--- src/rtl/biquad8_coeff_sequencer_if.sv ---
// WISHBONE master bus bundle used by the biquad8 coefficient sequencer.
interface biquad8_coeff_sequencer_if #(
    parameter int unsigned ADR_W = 11
);
    logic             wb_cyc_o;
    logic             wb_stb_o;
    logic             wb_we_o;
    logic [ADR_W-1:0] wb_adr_o;
    logic [31:0]      wb_dat_o;
    logic [3:0]       wb_sel_o;
    logic             wb_ack_i;
    logic             wb_err_i;

    modport master (
        output wb_cyc_o, wb_stb_o, wb_we_o, wb_adr_o, wb_dat_o, wb_sel_o,
        input  wb_ack_i, wb_err_i
    );

    modport slave (
        input  wb_cyc_o, wb_stb_o, wb_we_o, wb_adr_o, wb_dat_o, wb_sel_o,
        output wb_ack_i, wb_err_i
    );
endinterface

--- src/rtl/biquad8_coeff_sequencer.sv ---
// Loads coefficient sets from a local RAM into biquad8 channels over WISHBONE, then commits.
// Optional ack watchdog enabled by defining BIQUAD_SEQ_TIMEOUT_EN.
module biquad8_coeff_sequencer #(
    parameter int unsigned NCHAN     = 16,
    parameter int unsigned CHAN_BITS = 4,
    parameter int unsigned N_FIR     = 2,
    parameter int unsigned N_PF      = 2,
    parameter int unsigned N_IIR     = 4,
    parameter int unsigned N_INC     = 8,
    parameter int unsigned TIMEOUT   = 255,
    localparam int unsigned WPC       = N_FIR + 4 * N_PF + N_IIR + N_INC,
    localparam int unsigned CADR_BITS = $clog2(NCHAN * WPC)
) (
    input  logic                   wb_clk_i,
    input  logic                   wb_rst_ni,
    input  logic                   start_i,
    input  logic [NCHAN-1:0]       chan_mask_i,
    input  logic                   sync_update_i,
    output logic                   busy_o,
    output logic                   done_o,
    output logic                   err_o,
    output logic                   global_update_o,
    output logic                   coeff_rd_o,
    output logic [CADR_BITS-1:0]   coeff_adr_o,
    input  logic [17:0]            coeff_dat_i,
    biquad8_coeff_sequencer_if.master wb
);

    localparam int unsigned WORD_W = $clog2(WPC + 1);
    localparam int unsigned ADR_W  = CHAN_BITS + 7;

    typedef enum logic [2:0] {
        S_IDLE, S_SCAN, S_FETCH, S_WAIT, S_WRITE, S_UPD, S_FIN
    } state_t;

    state_t                 state_q, state_d;
    logic [NCHAN-1:0]       mask_q, mask_d;
    logic                   sync_q, sync_d;
    logic [CHAN_BITS-1:0]   chan_q, chan_d;
    logic [WORD_W-1:0]      word_q, word_d;
    logic                   busy_q, busy_d, done_q, done_d, err_q, err_d, glob_q, glob_d;
    logic                   rd_q, rd_d;
    logic [CADR_BITS-1:0]   cadr_q, cadr_d;
    logic                   cyc_q, cyc_d, stb_q, stb_d, we_q, we_d;
    logic [ADR_W-1:0]       adr_q, adr_d;
    logic [31:0]            dat_q, dat_d;
    logic [3:0]             sel_q, sel_d;

    logic [CHAN_BITS-1:0]   low_chan_c;
    logic [6:0]             reg_c;
    logic                   timeout_c;
    logic                   bus_err_c;

    function automatic logic [CADR_BITS-1:0] cadr_of(input logic [CHAN_BITS-1:0] ch,
                                                     input logic [WORD_W-1:0]    w);
        return CADR_BITS'(ch * WPC) + CADR_BITS'(w);
    endfunction

    // Lowest pending channel, so channels are served in ascending order
    always_comb begin
        low_chan_c = '0;
        for (int i = int'(NCHAN) - 1; i >= 0; i--) begin
            if (mask_q[i]) low_chan_c = CHAN_BITS'(i);
        end
    end

    always_comb begin
        if (word_q < WORD_W'(N_FIR))                    reg_c = 7'h04;
        else if (word_q < WORD_W'(N_FIR + N_PF))        reg_c = 7'h10;
        else if (word_q < WORD_W'(N_FIR + 2 * N_PF))    reg_c = 7'h14;
        else if (word_q < WORD_W'(N_FIR + 3 * N_PF))    reg_c = 7'h18;
        else if (word_q < WORD_W'(N_FIR + 4 * N_PF))    reg_c = 7'h1C;
        else if (word_q < WORD_W'(WPC - N_INC))         reg_c = 7'h08;
        else                                            reg_c = 7'h0C;
    end

`ifdef BIQUAD_SEQ_TIMEOUT_EN
    logic [7:0] to_cnt_q, to_cnt_d;

    always_comb begin
        to_cnt_d = to_cnt_q;
        if (stb_d && !stb_q)
            to_cnt_d = '0;
        else if (stb_q && !wb.wb_ack_i && !wb.wb_err_i)
            to_cnt_d = to_cnt_q + 8'd1;
    end

    assign timeout_c = stb_q && !wb.wb_ack_i && (to_cnt_q == 8'(TIMEOUT - 1));

    always_ff @(posedge wb_clk_i or negedge wb_rst_ni) begin
        if (!wb_rst_ni) to_cnt_q <= '0;
        else            to_cnt_q <= to_cnt_d;
    end
`else
    assign timeout_c = 1'b0;
`endif

    // Error wins over a simultaneous ack
    assign bus_err_c = stb_q && (wb.wb_err_i || timeout_c);

    always_comb begin
        state_d = state_q;
        mask_d  = mask_q;
        sync_d  = sync_q;
        chan_d  = chan_q;
        word_d  = word_q;
        busy_d  = busy_q;
        done_d  = 1'b0;
        err_d   = err_q;
        glob_d  = 1'b0;
        rd_d    = 1'b0;
        cadr_d  = cadr_q;
        cyc_d   = cyc_q;
        stb_d   = stb_q;
        we_d    = we_q;
        adr_d   = adr_q;
        dat_d   = dat_q;
        sel_d   = sel_q;

        unique case (state_q)
            S_IDLE: begin
                if (start_i) begin
                    if (|chan_mask_i) begin
                        mask_d  = chan_mask_i;
                        sync_d  = sync_update_i;
                        err_d   = 1'b0;
                        busy_d  = 1'b1;
                        state_d = S_SCAN;
                    end else begin
                        done_d = 1'b1;
                    end
                end
            end
            S_SCAN: begin
                if (mask_q == '0) begin
                    done_d  = 1'b1;
                    glob_d  = sync_q;
                    state_d = S_FIN;
                end else begin
                    chan_d  = low_chan_c;
                    mask_d  = mask_q & ~(NCHAN'(1) << low_chan_c);
                    word_d  = '0;
                    rd_d    = 1'b1;
                    cadr_d  = cadr_of(low_chan_c, '0);
                    state_d = S_FETCH;
                end
            end
            S_FETCH: state_d = S_WAIT;
            S_WAIT: begin
                dat_d   = {14'b0, coeff_dat_i};
                sel_d   = 4'hF;
                adr_d   = {chan_q, reg_c};
                cyc_d   = 1'b1;
                stb_d   = 1'b1;
                we_d    = 1'b1;
                state_d = S_WRITE;
            end
            S_WRITE, S_UPD: begin
                if (state_q == S_UPD && !stb_q) begin
                    adr_d = {chan_q, 7'h00};
                    dat_d = 32'h1;
                    sel_d = 4'h1;
                    cyc_d = 1'b1;
                    stb_d = 1'b1;
                    we_d  = 1'b1;
                end else if (bus_err_c) begin
                    cyc_d   = 1'b0;
                    stb_d   = 1'b0;
                    we_d    = 1'b0;
                    err_d   = 1'b1;
                    mask_d  = '0;
                    done_d  = 1'b1;
                    state_d = S_FIN;
                end else if (wb.wb_ack_i) begin
                    cyc_d = 1'b0;
                    stb_d = 1'b0;
                    we_d  = 1'b0;
                    if (state_q == S_UPD) begin
                        state_d = S_SCAN;
                    end else begin
                        word_d = word_q + WORD_W'(1);
                        if (word_q == WORD_W'(WPC - 1)) begin
                            state_d = sync_q ? S_SCAN : S_UPD;
                        end else begin
                            rd_d    = 1'b1;
                            cadr_d  = cadr_of(chan_q, word_q + WORD_W'(1));
                            state_d = S_FETCH;
                        end
                    end
                end
            end
            S_FIN: begin
                busy_d  = 1'b0;
                state_d = S_IDLE;
            end
            default: state_d = S_IDLE;
        endcase
    end

    always_ff @(posedge wb_clk_i or negedge wb_rst_ni) begin
        if (!wb_rst_ni) begin
            state_q <= S_IDLE;
            mask_q  <= '0;
            sync_q  <= 1'b0;
            chan_q  <= '0;
            word_q  <= '0;
            busy_q  <= 1'b0;
            done_q  <= 1'b0;
            err_q   <= 1'b0;
            glob_q  <= 1'b0;
            rd_q    <= 1'b0;
            cadr_q  <= '0;
            cyc_q   <= 1'b0;
            stb_q   <= 1'b0;
            we_q    <= 1'b0;
            adr_q   <= '0;
            dat_q   <= '0;
            sel_q   <= '0;
        end else begin
            state_q <= state_d;
            mask_q  <= mask_d;
            sync_q  <= sync_d;
            chan_q  <= chan_d;
            word_q  <= word_d;
            busy_q  <= busy_d;
            done_q  <= done_d;
            err_q   <= err_d;
            glob_q  <= glob_d;
            rd_q    <= rd_d;
            cadr_q  <= cadr_d;
            cyc_q   <= cyc_d;
            stb_q   <= stb_d;
            we_q    <= we_d;
            adr_q   <= adr_d;
            dat_q   <= dat_d;
            sel_q   <= sel_d;
        end
    end

    assign busy_o          = busy_q;
    assign done_o          = done_q;
    assign err_o           = err_q;
    assign global_update_o = glob_q;
    assign coeff_rd_o      = rd_q;
    assign coeff_adr_o     = cadr_q;
    assign wb.wb_cyc_o     = cyc_q;
    assign wb.wb_stb_o     = stb_q;
    assign wb.wb_we_o      = we_q;
    assign wb.wb_adr_o     = adr_q;
    assign wb.wb_dat_o     = dat_q;
    assign wb.wb_sel_o     = sel_q;

endmodule
--- src/flat_wrapper.sv ---
// flat-port wrapper written by rule: the top's interface ports become plain ports
module biquad8_coeff_sequencer_flat 
#(
    parameter int unsigned NCHAN     = 16,
    parameter int unsigned CHAN_BITS = 4,
    parameter int unsigned N_FIR     = 2,
    parameter int unsigned N_PF      = 2,
    parameter int unsigned N_IIR     = 4,
    parameter int unsigned N_INC     = 8,
    parameter int unsigned TIMEOUT   = 255,
    localparam int unsigned WPC       = N_FIR + 4 * N_PF + N_IIR + N_INC,
    localparam int unsigned CADR_BITS = $clog2(NCHAN * WPC)
)
  (wb_clk_i, wb_rst_ni, start_i, chan_mask_i, sync_update_i, busy_o, done_o, err_o, global_update_o, coeff_rd_o, coeff_adr_o, coeff_dat_i, wb_wb_cyc_o, wb_wb_stb_o, wb_wb_we_o, wb_wb_adr_o, wb_wb_dat_o, wb_wb_sel_o, wb_wb_ack_i, wb_wb_err_i);
  biquad8_coeff_sequencer_if wb_i ();
  input  logic wb_clk_i;
  input  logic wb_rst_ni;
  input  logic start_i;
  input  logic [NCHAN-1:0] chan_mask_i;
  input  logic sync_update_i;
  output logic busy_o;
  output logic done_o;
  output logic err_o;
  output logic global_update_o;
  output logic coeff_rd_o;
  output logic [CADR_BITS-1:0] coeff_adr_o;
  input  logic [17:0] coeff_dat_i;
  output wire logic [$bits(wb_i.wb_cyc_o)-1:0] wb_wb_cyc_o;
  output wire logic [$bits(wb_i.wb_stb_o)-1:0] wb_wb_stb_o;
  output wire logic [$bits(wb_i.wb_we_o)-1:0] wb_wb_we_o;
  output wire logic [$bits(wb_i.wb_adr_o)-1:0] wb_wb_adr_o;
  output wire logic [$bits(wb_i.wb_dat_o)-1:0] wb_wb_dat_o;
  output wire logic [$bits(wb_i.wb_sel_o)-1:0] wb_wb_sel_o;
  input wire logic [$bits(wb_i.wb_ack_i)-1:0] wb_wb_ack_i;
  input wire logic [$bits(wb_i.wb_err_i)-1:0] wb_wb_err_i;
  assign wb_wb_cyc_o = wb_i.wb_cyc_o;
  assign wb_wb_stb_o = wb_i.wb_stb_o;
  assign wb_wb_we_o = wb_i.wb_we_o;
  assign wb_wb_adr_o = wb_i.wb_adr_o;
  assign wb_wb_dat_o = wb_i.wb_dat_o;
  assign wb_wb_sel_o = wb_i.wb_sel_o;
  assign wb_i.wb_ack_i = wb_wb_ack_i;
  assign wb_i.wb_err_i = wb_wb_err_i;
  biquad8_coeff_sequencer #(.NCHAN(NCHAN), .CHAN_BITS(CHAN_BITS), .N_FIR(N_FIR), .N_PF(N_PF), .N_IIR(N_IIR), .N_INC(N_INC), .TIMEOUT(TIMEOUT)) u_core (.wb_clk_i(wb_clk_i), .wb_rst_ni(wb_rst_ni), .start_i(start_i), .chan_mask_i(chan_mask_i), .sync_update_i(sync_update_i), .busy_o(busy_o), .done_o(done_o), .err_o(err_o), .global_update_o(global_update_o), .coeff_rd_o(coeff_rd_o), .coeff_adr_o(coeff_adr_o), .coeff_dat_i(coeff_dat_i), .wb(wb_i));
endmodule
--- config.mk ---
export PLATFORM = sky130hd
export DESIGN_NAME = biquad8_coeff_sequencer_flat
export DESIGN_NICKNAME = d
export VERILOG_FILES = /design/src/rtl/biquad8_coeff_sequencer_if.sv /design/src/rtl/biquad8_coeff_sequencer.sv /design/src/flat_wrapper.sv
export SDC_FILE = /design/constraint.sdc
export NUM_CORES = 1
export LEC_CHECK = 0
export CAP_MARGIN = 20
export CORE_ASPECT_RATIO = 2
export CORE_MARGIN = 4
export CORE_UTILIZATION = 25
export CTS_BUF_LIST = sky130_fd_sc_hd__clkbuf_2 sky130_fd_sc_hd__clkbuf_4 sky130_fd_sc_hd__clkbuf_8
export DETAILED_ROUTE_END_ITERATION = 6
export GPL_ROUTABILITY_DRIVEN = 1
export PLACE_DENSITY_LB_ADDON = 0.25
export SLEW_MARGIN = 20
export SYNTH_ARGS = -nofsm -noshare
export SYNTH_HDL_FRONTEND = slang
export SYNTH_SLANG_ARGS = --single-unit
--- constraint.sdc ---
create_clock -name wb_clk_i -period 4.3 [get_ports wb_clk_i]
set_clock_uncertainty 0.2 [all_clocks]
set_input_delay 0.43 -clock wb_clk_i [delete_from_list [all_inputs] [get_ports wb_clk_i]]
set_output_delay 0.43 -clock wb_clk_i [all_outputs]
set_load 0.01 [all_outputs]
==> impl_summary.md <==
Status
The flow ran to the end, but the final reports show violations. The checks that failed: hold timing.

Logic synthesis
The mapped netlist covers around 0.0046 sq mm. For this run, the number of Yosys warnings is 0. The area share of the leading cell type in the synthesized netlist is about two fifths. By count the netlist is led by dfrtp_1, inv_1, a21oi_1, ha_1, nand2_1. Dividing the synthesized area by the synthesized cell count gives about 9.7 sq um. Synthesis produced approximately 470 cells. The synthesized design contains 0 enable-type register cells. The number of different library cells used by synthesis comes to between 70 and 80. The register area share after synthesis is 38.9%.

In the synthesized netlist the dominant register cell turns out to be dfrtp_1. After synthesis, the share of flip-flops with an asynchronous set or reset is 100%. In the post-synthesis netlist, the biggest area contributors are dfrtp_1, ha_1, a22o_1. The biggest area consumer among synthesized cells is dfrtp_1. The most common cell in the synthesized netlist is dfrtp_1. The synthesized flop and latch total is 71.

Global routing
In the global route stage, met2 resource usage came out at roughly a quarter. The met1 track demand over resource is 13.0%. The initial antenna violation count is 0. For met3 alone, demand over resource in global routing was ~2.3%.

The total overflow left after global routing is 0. Global routing used 13.0% of the available tracks across all layers. The busiest metal layer after global routing is met2. Entering global routing, the biggest net connects 72 pins. The first-pass GRT wire length is 21400 um. The number of global-route vias before repair is slightly above 4000.

Timing
The final hold violation count is 4. The share of the clock period used by the worst path after layout is between 80% and 90%. At the pin with the least slew margin, the transition time is 0.971 ns. The clock period could shrink to roughly 3.7 ns. The maximum clock frequency is approximately 0.27 GHz. The worst path meets setup with approximately 0.63 ns of slack. The final total negative setup slack is 0 ns. The final worst hold slack is -0.0123 ns. The final-report max-slew violation count is 0. Setup repair after global routing left no endpoint under its margin. In this run the tightest slew margin relative to its limit is between 30% and 40%. Setup violations remaining at the end of the flow were counted as 0.

Final layout
The non-filler instance count after layout is about 770. The number of inserted filler cells in the final layout is 1820. The post-layout net count is approximately 630.

The number of antenna diodes in the final layout is 0. The utilization after layout is between 30% and 40%. The signed area change from the synthesized netlist to the final layout is 26.9%. The share of layout cells above drive strength 1 is 9.57%.

Drt
The first routing iteration left around 230 violations. Detailed routing inserted a total of 3891 vias. The count of nets left with antenna violations once routing finished came out at 0. The first detailed-routing pass took 4 iterations. The routed design has roughly 13000 um of wire.

The number of vias per cell is around 5.1. After detailed routing, the number of remaining DRC violations is 0. The routed wire length per instance is ~17 um.

Min path
The path category of the worst min-delay check is input pin to asynchronous set/reset pin.

Die
The x dimension of the die is 104 um. The floorplan step defined a die boundary enclosing just over 0.02 sq mm. The starting density of the core is roughly a quarter.

The placeable core region is about 0.018 sq mm. After floorplanning, the core was divided into between 60 and 70 placement rows. The top-level port count is approximately 100. The die is roughly 200 um tall.

Power and ir drop
The power dissipated by switching net loads is ~2.1 mW. The share of total power in combinational logic is slightly below 60%. The switching share of power is approximately 44%.

Registers are responsible for about a quarter of the overall power. The power share of the clock group is about 15%. The maximum vdd ir drop is 0.246 mV.

The leakage power figure is approximately 2.5 nW. Dividing total power by cell area gives a power density of around 800 mW/mm^2. The internal portion of total power is around 2.6 mW.

Setup path
Broken down by cell family, the worst path's largest delay share belongs to compound AO/OA/AOI/OAI gates. The largest driver fanout on the critical path is 5. The category of the worst setup path capture point is a register. STA classifies the critical path startpoint as a register. On the critical path, the stage with the largest delay is an instance of dfrtp_1.

The most used cell along the critical path is ha_1. The critical path is of the register to register type. In this design, the stage delay of the slowest critical-path cell is between 0.4 and 0.5 ns. At the worst endpoint, the required time is around 4.4 ns.

The count of buffer and inverter cells on the critical path is 0. Data on the critical path arrives at its endpoint at about 3.7 ns. The signal on the critical path passes through o311ai_0 -> a211oi_1 -> o31a_1 -> nor3_1 -> ha_1 -> ha_1 -> fa_1 -> a21o_1 -> a21oi_1 -> xnor2_1 -> nand3_1 -> o211ai_1.

Clock network
The CTS tree is done. CTS placed an instance of clkbuf_8 at the clock tree root. Clock latency on the worst-skew pair, taken at its later pin, is between 0.3 and 0.4 ns. The buffer depth of the longest clock path is 2. Hold repair after CTS inserted 0 buffers. After clock tree synthesis, the setup repair step added 0 buffers. The count of H-tree levels built during CTS is 3.

After clock tree synthesis, the repair step resized 0 gates. Buffers inserted during clock tree synthesis total 9. For this design, the sink count on the clock tree is just over 70. The clock slew at the register clock pins of the worst setup and hold paths is around 0.08 ns.

Placed design
In this run the tool buffered the top-level ports with 85 buffer cells. The count of placed standard cells including taps is around 750. Prior to clock tree synthesis, the placed netlist has a worst setup slack of about 0.63 ns.

The congestion estimate from routability-driven global placement came to between 0.8 and 0.9. The post-DP HPWL is approximately 10000 um.

Run
The number of violations of the max-capacitance limit is 0.
==> cells by family after synthesis <==
kind of cell               count (synthesis)  synth area share [%]
DFF                                       71                  38.9
adders and majority gates                 36                  10.4
other                                      1                0.0822
muxes                                     12                  2.91
AOI/OAI and AO/OA                        150                  22.9
and+or+nand+nor                          113                  14.0
xor gates and xnor gates                  12                  2.30
buffers and inverters                     77                  8.44
==> path summary, 6_finish.rpt <==
| kind | from | endpoint | slack, ns | cells past startpoint |
|---|---|---|---|---|
| worst min register to register | u_core.wb.wb_adr_o[2] | u_core.wb.wb_adr_o[2] | 0.27 | 2 |
| max in group asynchronous | wb_rst_ni | u_core.wb.wb_dat_o[0] | 3.25 | 1 |
| worst min-delay path | wb_rst_ni | u_core.coeff_adr_o[2] | -0.01 | 1 |
| min in group wb_clk_i | u_core.wb.wb_adr_o[2] | u_core.wb.wb_adr_o[2] | 0.27 | 2 |
| worst max-delay path | u_core.mask_q[13] | u_core.coeff_adr_o[7] | 0.63 | 12 |
| worst max register to register | u_core.mask_q[13] | u_core.coeff_adr_o[7] | 0.63 | 12 |
==> power groups by stage <==
| stage | clock, mW | combinational [mW] | sequential (mW) |
|---|---|---|---|
| finish | 0.679 | 2.73 | 1.23 |
| detailed placement | 0 | 2.73 | 1.24 |
| floorplan | 0 | 1.83 | 1.18 |
| global placement | 0 | 2.68 | 1.22 |
| global route | 0.734 | 3.01 | 1.27 |
| CTS | 0.706 | 2.75 | 1.23 |
==> layout by cell type (no fill, tap or decap), types with 4 or more instances in the layout <==
| cell | n |
|---|---|
| nand2_1 | 29 |
| a31oi_1 | 4 |
| a22o_1 | 20 |
| o21ai_1 | 9 |
| inv_1 | 34 |
| conb_1 | 18 |
| a211oi_1 | 12 |
| nor3_1 | 5 |
| nor2_1 | 27 |
| clkdlybuf4s50_1 | 84 |
| nand4_1 | 5 |
| a22oi_1 | 4 |
| o21ai_0 | 25 |
| a21oi_1 | 33 |
| mux2_2 | 9 |
| a32oi_1 | 4 |
| nor2b_1 | 5 |
| xnor2_1 | 9 |
| nor4_1 | 6 |
| clkbuf_8 | 10 |
| buf_4 | 7 |
| o211ai_1 | 5 |
| dfrtp_1 | 71 |
| ha_1 | 33 |
| nand2b_1 | 4 |
| o22ai_1 | 4 |
==> stage by stage <==
step	cell area (sq um)	hold WS (ns)	power, mW
3_5_place_dp	5540	0.260	3.97
6_report	5790	-0.0123	4.63
5_1_grt	5790	0.0849	5.01
3_3_place_gp	5540	0.251	3.91
4_1_cts	5790	0.0447	4.68
2_1_floorplan	4630	-0.0656	3.01
==> registers in the layout, summed over array words and instances, names as in the netlist <==
signal,flops
u_core.state_q,3
u_core.wb.wb_sel_o,2
u_core.wb.wb_cyc_o,1
u_core.coeff_rd_o,1
u_core.wb.wb_adr_o,7
u_core.wb.wb_dat_o,18
u_core.word_q,5
u_core.coeff_adr_o,9
u_core.busy_o,1
u_core.err_o,1
u_core.done_o,1
u_core.sync_q,1
u_core.mask_q,16
u_core.chan_q,4
u_core.global_update_o,1
==> layout make-up <==
| cell class | instances | area [sq um] | area share [%] |
|---|---|---|---|
| Sequential cell | 71 | 1780 | 30.7 |
| Timing Repair Buffer | 91 | 893 | 15.4 |
| Tap cell | 213 | 267 | 4.60 |
| Clock inverter | 6 | 116 | 2.01 |
| Clock buffer | 10 | 138 | 2.38 |
| Inverter | 35 | 131 | 2.27 |
| Multi-Input combinational cell | 341 | 2470 | 42.6 |
==> routing by layer <==
| layer | routed length, um | vias to the layer above |
|---|---|---|
| li1 | - | 1843 |
| met1 | 4770 | 1881 |
| met2 | 7530 | 142 |
| met3 | 664 | 25 |
| met4 | 371 | 0 |
| met5 | 0 | - |
Power figures use the tool's default switching activity.
